<file path="src/rtl/dpi_stream_sequencer.sv">
// dpi_stream_sequencer
//   Front-end controller for the bank of per-regex DFA match engines. Maps a
//   16-bit flow key to one of 64 stream slots and walks the shared engine bus
//   through restore -> character stream -> commit for each packet.
//
// Ports
//   clk, rst_n                      clock, asynchronous active-low reset
//   pkt_vld/pkt_rdy                 beat handshake (see below)
//   pkt_data/pkt_sop/pkt_eop        payload byte and packet delimiters
//   pkt_flow                        flow key, sampled on sop beats only
//   cfg_wr/cfg_slot/cfg_mask        per-slot engine enable mask write
//   load_state/new_stream_id        one-cycle restore pulse, fresh-slot flag
//   stream_id/enable                current slot and its mask, held load..eop
//   char_in/char_in_vld             byte stream to the engines
//   eop                             one-cycle commit pulse
//   busy                            FSM not idle
//   pkt_count/new_count/drop_count  statistics
//   dbg_state                       current FSM state encoding
//
// Handshake: a beat transfers on a rising clock edge where pkt_vld && pkt_rdy;
// pkt_rdy never depends on anything but state, pkt_vld and pkt_sop, and the
// source must hold the beat stable until it transfers.
module dpi_stream_sequencer #(
  parameter int                 NUM_ENG      = 16,
  parameter int                 PRIME_CYCLES = 2,
  parameter int                 DRAIN_CYCLES = 4,
  parameter logic [NUM_ENG-1:0] DEFAULT_MASK = '1
) (
  input  logic               clk,
  input  logic               rst_n,
  input  logic               pkt_vld,
  output logic               pkt_rdy,
  input  logic [7:0]         pkt_data,
  input  logic               pkt_sop,
  input  logic               pkt_eop,
  input  logic [15:0]        pkt_flow,
  input  logic               cfg_wr,
  input  logic [5:0]         cfg_slot,
  input  logic [NUM_ENG-1:0] cfg_mask,
  output logic               load_state,
  output logic               new_stream_id,
  output logic [5:0]         stream_id,
  output logic [7:0]         char_in,
  output logic               char_in_vld,
  output logic               eop,
  output logic [NUM_ENG-1:0] enable,
  output logic               busy,
  output logic [31:0]        pkt_count,
  output logic [31:0]        new_count,
  output logic [15:0]        drop_count,
  output logic [2:0]         dbg_state
);

  typedef enum logic [2:0] {
    S_IDLE, S_LOOKUP, S_LOAD, S_PRIME, S_STREAM, S_DRAIN, S_COMMIT
  } state_e;

  // The first accepted beat shows up on char_in one cycle after acceptance,
  // so LOAD plus (PRIME_CYCLES-1) PRIME cycles give PRIME_CYCLES idle engine
  // cycles before the first char_in_vld.
  localparam logic [7:0] PRIME_LAST = 8'(PRIME_CYCLES - 2);
  // DRAIN is entered on the cycle of the final char_in_vld and then waits
  // DRAIN_CYCLES more cycles before COMMIT.
  localparam logic [7:0] DRAIN_LAST = 8'(DRAIN_CYCLES);

  state_e             state_q, state_d;
  logic [7:0]         cnt_q, cnt_d;
  logic               rdy_c;

  logic [15:0]        flow_q;
  logic [15:0]        key_q  [64];
  logic [NUM_ENG-1:0] mask_q [64];
  logic [63:0]        valid_q;
  logic [5:0]         ptr_q;
  logic [5:0]         slot_q;
  logic               hit_new_q;
  logic [NUM_ENG-1:0] enable_q;
  logic [7:0]         char_q;
  logic               char_vld_q;
  logic [31:0]        pkt_cnt_q, new_cnt_q;
  logic [15:0]        drop_cnt_q;

  logic               hit;
  logic [5:0]         hit_idx;
  logic               alloc;

  // Keys are unique on write, so at most one entry can match.
  always_comb begin
    hit     = 1'b0;
    hit_idx = '0;
    for (int i = 0; i < 64; i++) begin
      if (valid_q[i] && key_q[i] == flow_q) begin
        hit     = 1'b1;
        hit_idx = 6'(i);
      end
    end
  end

  assign alloc = (state_q == S_LOOKUP) && !hit;

  always_comb begin
    state_d = state_q;
    cnt_d   = cnt_q;
    rdy_c   = 1'b0;
    case (state_q)
      S_IDLE: begin
        // Stray non-sop beats are swallowed; a sop beat is left waiting.
        rdy_c = pkt_vld && !pkt_sop;
        if (pkt_vld && pkt_sop) state_d = S_LOOKUP;
      end
      S_LOOKUP: state_d = S_LOAD;
      S_LOAD: begin
        state_d = S_PRIME;
        cnt_d   = '0;
      end
      S_PRIME: begin
        if (cnt_q == PRIME_LAST) state_d = S_STREAM;
        else                     cnt_d   = cnt_q + 8'd1;
      end
      S_STREAM: begin
        rdy_c = 1'b1;
        if (pkt_vld && pkt_eop) begin
          state_d = S_DRAIN;
          cnt_d   = '0;
        end
      end
      S_DRAIN: begin
        if (cnt_q == DRAIN_LAST) state_d = S_COMMIT;
        else                     cnt_d   = cnt_q + 8'd1;
      end
      S_COMMIT: state_d = S_IDLE;
      default:  state_d = S_IDLE;
    endcase
  end

  always_ff @(posedge clk or negedge rst_n) begin
    if (!rst_n) begin
      state_q <= S_IDLE;
      cnt_q   <= '0;
    end else begin
      state_q <= state_d;
      cnt_q   <= cnt_d;
    end
  end

  // Flow table, allocation pointer and enable masks. A cfg write to the slot
  // being allocated in the same cycle overrides the default mask.
  always_ff @(posedge clk or negedge rst_n) begin
    if (!rst_n) begin
      valid_q <= '0;
      ptr_q   <= '0;
      for (int i = 0; i < 64; i++) begin
        key_q[i]  <= '0;
        mask_q[i] <= DEFAULT_MASK;
      end
    end else begin
      if (alloc) begin
        valid_q[ptr_q] <= 1'b1;
        key_q[ptr_q]   <= flow_q;
        ptr_q          <= ptr_q + 6'd1;
      end
      for (int i = 0; i < 64; i++) begin
        if (cfg_wr && cfg_slot == 6'(i))  mask_q[i] <= cfg_mask;
        else if (alloc && ptr_q == 6'(i)) mask_q[i] <= DEFAULT_MASK;
      end
    end
  end

  always_ff @(posedge clk or negedge rst_n) begin
    if (!rst_n) begin
      flow_q     <= '0;
      slot_q     <= '0;
      hit_new_q  <= 1'b0;
      enable_q   <= '0;
      char_q     <= '0;
      char_vld_q <= 1'b0;
      pkt_cnt_q  <= '0;
      new_cnt_q  <= '0;
      drop_cnt_q <= '0;
    end else begin
      if (state_q == S_IDLE && pkt_vld && pkt_sop) flow_q <= pkt_flow;
      if (state_q == S_LOOKUP) begin
        slot_q    <= hit ? hit_idx : ptr_q;
        hit_new_q <= !hit;
      end
      if (alloc) new_cnt_q <= new_cnt_q + 32'd1;
      if (state_q == S_LOAD) enable_q <= mask_q[slot_q];
      char_vld_q <= (state_q == S_STREAM) && pkt_vld;
      if (state_q == S_STREAM && pkt_vld) char_q <= pkt_data;
      if (state_q == S_COMMIT) pkt_cnt_q <= pkt_cnt_q + 32'd1;
      if (state_q == S_IDLE && pkt_vld && !pkt_sop && drop_cnt_q != 16'hFFFF)
        drop_cnt_q <= drop_cnt_q + 16'd1;
    end
  end

  // pkt_rdy is forced low while reset is held so every output reads zero.
  assign pkt_rdy       = rdy_c && rst_n;
  assign load_state    = (state_q == S_LOAD);
  assign new_stream_id = (state_q == S_LOAD) && hit_new_q;
  assign stream_id     = slot_q;
  // In LOAD the mask is read straight from the table; afterwards it is held.
  assign enable        = (state_q == S_LOAD) ? mask_q[slot_q] : enable_q;
  assign char_in       = char_q;
  assign char_in_vld   = char_vld_q;
  assign eop           = (state_q == S_COMMIT);
  assign busy          = (state_q != S_IDLE);
  assign pkt_count     = pkt_cnt_q;
  assign new_count     = new_cnt_q;
  assign drop_count    = drop_cnt_q;
  assign dbg_state     = state_q;

endmodule

</file>
<file path="config.mk">
export PLATFORM = sky130hd
export DESIGN_NAME = dpi_stream_sequencer
export DESIGN_NICKNAME = d
export VERILOG_FILES = /design/src/rtl/dpi_stream_sequencer.sv
export SDC_FILE = /design/constraint.sdc
export NUM_CORES = 2
export LEC_CHECK = 0
export ABC_AREA = 1
export CORE_UTILIZATION = 30
export DETAILED_ROUTE_END_ITERATION = 7
export GPL_TIMING_DRIVEN = 1
export HOLD_SLACK_MARGIN = 0.12
export SYNTH_ARGS = -nofsm -noshare
export SYNTH_HDL_FRONTEND = slang
export SYNTH_SLANG_ARGS = --single-unit
</file>
<file path="constraint.sdc">
create_clock -name clk -period 3.9 [get_ports clk]
set_input_delay 0.78 -clock clk [delete_from_list [all_inputs] [get_ports clk]]
set_output_delay 0.78 -clock clk [all_outputs]
set_load 0.03 [all_outputs]
</file>
==> impl_metrics.py <==
metrics = {
    "grt": {
        "grt_pass1_wl_mm": 575,
        "grt_max_degree": 162,
        "overflow": 0,
        "grt_pass1_vias": 88782,
        "grt_use_total": 0.207,
        "antenna_found_initial": 8,
    },
    "cells_and_area": {
        "final_cell_mix": "nand2_1, o21ai_0, o22ai_1",
        "layout-drive-gt1-share": 0.232,
        "nets": 12837,
        "final_common_cell": "nand2_1",
        "stdcell_count": 17704,
        "area_growth_pct": 23.9,
    },
    "power_and_ir_drop": {
        "power_frac_clock": 0.263,
        "internal_power_w": 0.0564,
        "ir_worst_vdd_v": 0.000441,
        "p_per_area_mw_per_mm2": 701,
        "share_comb_of_total_power": 0.393,
        "p_seq_frac": 0.343,
        "power.total_w": 0.0924,
        "switchingPower_w": 0.0360,
        "p_leak_nw": 54.8,
        "sw_frac_of_total": 0.390,
    },
    "synth": {
        "synth_top_area_share": 0.290,
        "synth_cell_types": 65,
        "synthCells": 12122,
        "synth_compound_area_frac": 0.214,
        "ys_warn_count": 0,
        "yosys.area_share.xor_xnor": 0.0264,
        "synth_nets": 12185,
        "seq_area_frac_synth": 0.543,
        "synth.area.mux_share": 0.000106,
        "synth.area.top_cells": "dfrtp_1, dfstp_2, o21ai_0, o22ai_1, nand2_1",
        "synth_edf_count": 0,
        "async_flop_share": 1.00,
        "synth_flop_cell": "dfrtp_1",
        "netlist_area_mm2": 0.106,
        "synth_top_family_by_area": "compound AO/OA/AOI/OAI gates",
        "synth-simple-area-share": 0.129,
        "syn_avg_cell_area_um2": 8.77,
        "ys_ff_latch": 2257,
        "synth_top_cell_by_area": "dfrtp_1",
        "synth_adder_area_share": 0.00129,
    },
    "routing": {
        "drt-total-wl_mm": 387,
        "wl_met2_mm": 175,
        "wl_per_cell_um": 21.8,
        "viasPerCell": 5.27,
        "remaining_drc_errors": 0,
        "highest_layer": "met5",
        "drt-initial-drc-count": 9686,
        "ant_nets": 0,
        "route.met3.wl_mm": 30.8,
        "m1WireLength_mm": 165,
        "dr.pass1.iters": 7,
        "num_vias": 93293,
    },
    "hold_path": {
        "hp-class": "in2reg",
        "holdPathStages": 3,
    },
    "setup_path": {
        "critPathMaxStageDelay_ns": 0.50,
        "path_common_cell": "nand2_1",
        "startpoint_type": "flop",
        "cp-end-kind": "flop",
        "path_max_fanout": 5,
        "path_class": "reg2reg",
        "crit_arrival_ns": 5.74,
        "r2r_cells": 62,
        "cp_slowest_cell": "dfrtp_2",
        "worstPathRequired_ns": 4.74,
    },
    "timing": {
        "tightestPinTransition_ns": 1.14,
        "finalCritPeriodShare": 1.26,
        "finalSetupViolations": 2151,
        "final.min_clock_period_ns": 4.90,
        "rsz0062_at_grt": "true",
        "timing.fmax_mhz": 204,
        "timing.hold.ws_ns": 0.391,
        "clock_skew_ns": 0.0523,
        "relSlewSlack": 0.237,
        "setup_slack_ns": -0.999,
        "hold_viol": 0,
        "drv_slew": 0,
        "setup_tns_ns": -777.50,
    },
    "die": {
        "std_cell_rows": 218,
        "start_util": 0.301,
        "io_pins": 171,
        "die_area_mm2": 0.357,
        "die_w_um": 597,
        "coreArea_mm2": 0.353,
        "fp.dieH_um": 597,
    },
    "clocking": {
        "clockRootBuffer": "clkbuf_16",
        "clkSlewWorstSetupHoldPaths_ns": 0.06,
        "clock_sinks": 2257,
        "cts_tree": "yes",
        "clk_latency_ns": 0.94,
        "cts_buffers": 242,
        "htree_levels": 4,
        "clockBufferDepth": 4,
    },
    "outcome": {
        "violations": "setup timing",
        "outcome": "complete, but fails checks",
    },
    "place": {
        "place_ws_ns": -1.35,
        "placed_cells": 17157,
        "gp_congestion": 0.904,
        "numPortBuffers": 170,
        "dp_hpwl_mm": 241,
    },
    "flow_run": {
        "max_cap_violations": 0,
    },
}
## Yosys cell counts (18+ instances only)
master / number
nand2_1: 1972
o21ai_0: 1797
o22ai_1: 1436
inv_1: 1308
dfrtp_1: 1233
dfstp_2: 1024
nor2_1: 897
clkbuf_1: 784
xor2_1: 224
o21ai_1: 129
or2_2: 127
a221oi_1: 113
nor4_1: 98
xnor2_1: 97
a21oi_1: 88
buf_2: 87
nand3_1: 84
nand4_1: 74
o221ai_1: 54
a211oi_1: 47
a22o_1: 47
nor3_1: 44
buf_6: 41
o2111ai_1: 37
buf_1: 34
buf_4: 32
a221o_1: 21
o211ai_1: 21
inv_2: 18
## critical path, delay by kind of cell (launching register included)
kind | cells | cell delay, ns
buffers and inverters | 4 | 0.54
AOI/OAI and AO/OA | 4 | 0.77
and+or+nand+nor | 54 | 3.00
DFF | 1 | 0.50
## worst paths after layout
check	startpoint	end	slack, ns
worst max-delay path	flow_q[11]	stream_id[0]	-1.0
worst min-delay path	pkt_data[3]	char_in[3]	0.39
worst max register to register	flow_q[11]	stream_id[0]	-1.0
worst min register to register	valid_q[18]	valid_q[18]	0.45
max in group asynchronous	rst_n	mask_q[763]	1.99
min in group asynchronous	rst_n	key_q[246]	0.52
## through the flow
step	instance area [um2]	util
after global routing	132000	0.374
after global placement	121000	0.342
after detailed placement	121000	0.342
after floorplan	106000	-
final	132000	0.374
after CTS	130000	0.368
## kinds of logic after synthesis
group	Yosys count
AOI/OAI and AO/OA	3876
buffers and inverters	2313
and+or+nand+nor	3343
xor gates and xnor gates	321
adders and majority gates	11
DFF	2257
muxes	1
## layout make-up
type	count	area [um2]
Timing Repair Buffer	1384	14400
Inverter	1335	5180
Sequential cell	2257	57800
Fill cell	35198	221000
Antenna cell	3	7.51
Clock inverter	95	1230
Tap cell	4730	5920
Timing Repair inverter	2	17.5
Multi-Input combinational cell	7552	40200
Clock buffer	346	7060
## routing by layer
metal  GRT usage  up-vias
met3      0.0367      719
met5           0        -
met1       0.285    46245
met2       0.326     3793
li1            -    42528
met4      0.0767        8
## power groups by stage
stage	Clock [W]	Sequential, W	Combinational [W]
detailed placement	0	0.0319	0.0325
finish	0.0243	0.0317	0.0364
floorplan	0	0.0312	0.0173
global placement	0	0.0319	0.0323
CTS	0.0247	0.0317	0.0334
global route	0.0255	0.0322	0.0385
## state kept, by name (all words and copies together) (netlist names), 16 cells and up
signal,flops
drop_count,16
enable_q,16
flow_q,16
key_q,1024
mask_q,1024
new_count,32
pkt_count,32
valid_q,64
## timing repair
action	4_1_cts	5_1_grt
endpoints found under the setup margin	2170	2169
hold buffers	1	0
buffers inserted	13	66
cloned	5	20
pin swaps	18	77
resized for setup	134	276
hold endpoints to repair	3	0
Note: power is estimated with default switching activity, not from simulation.
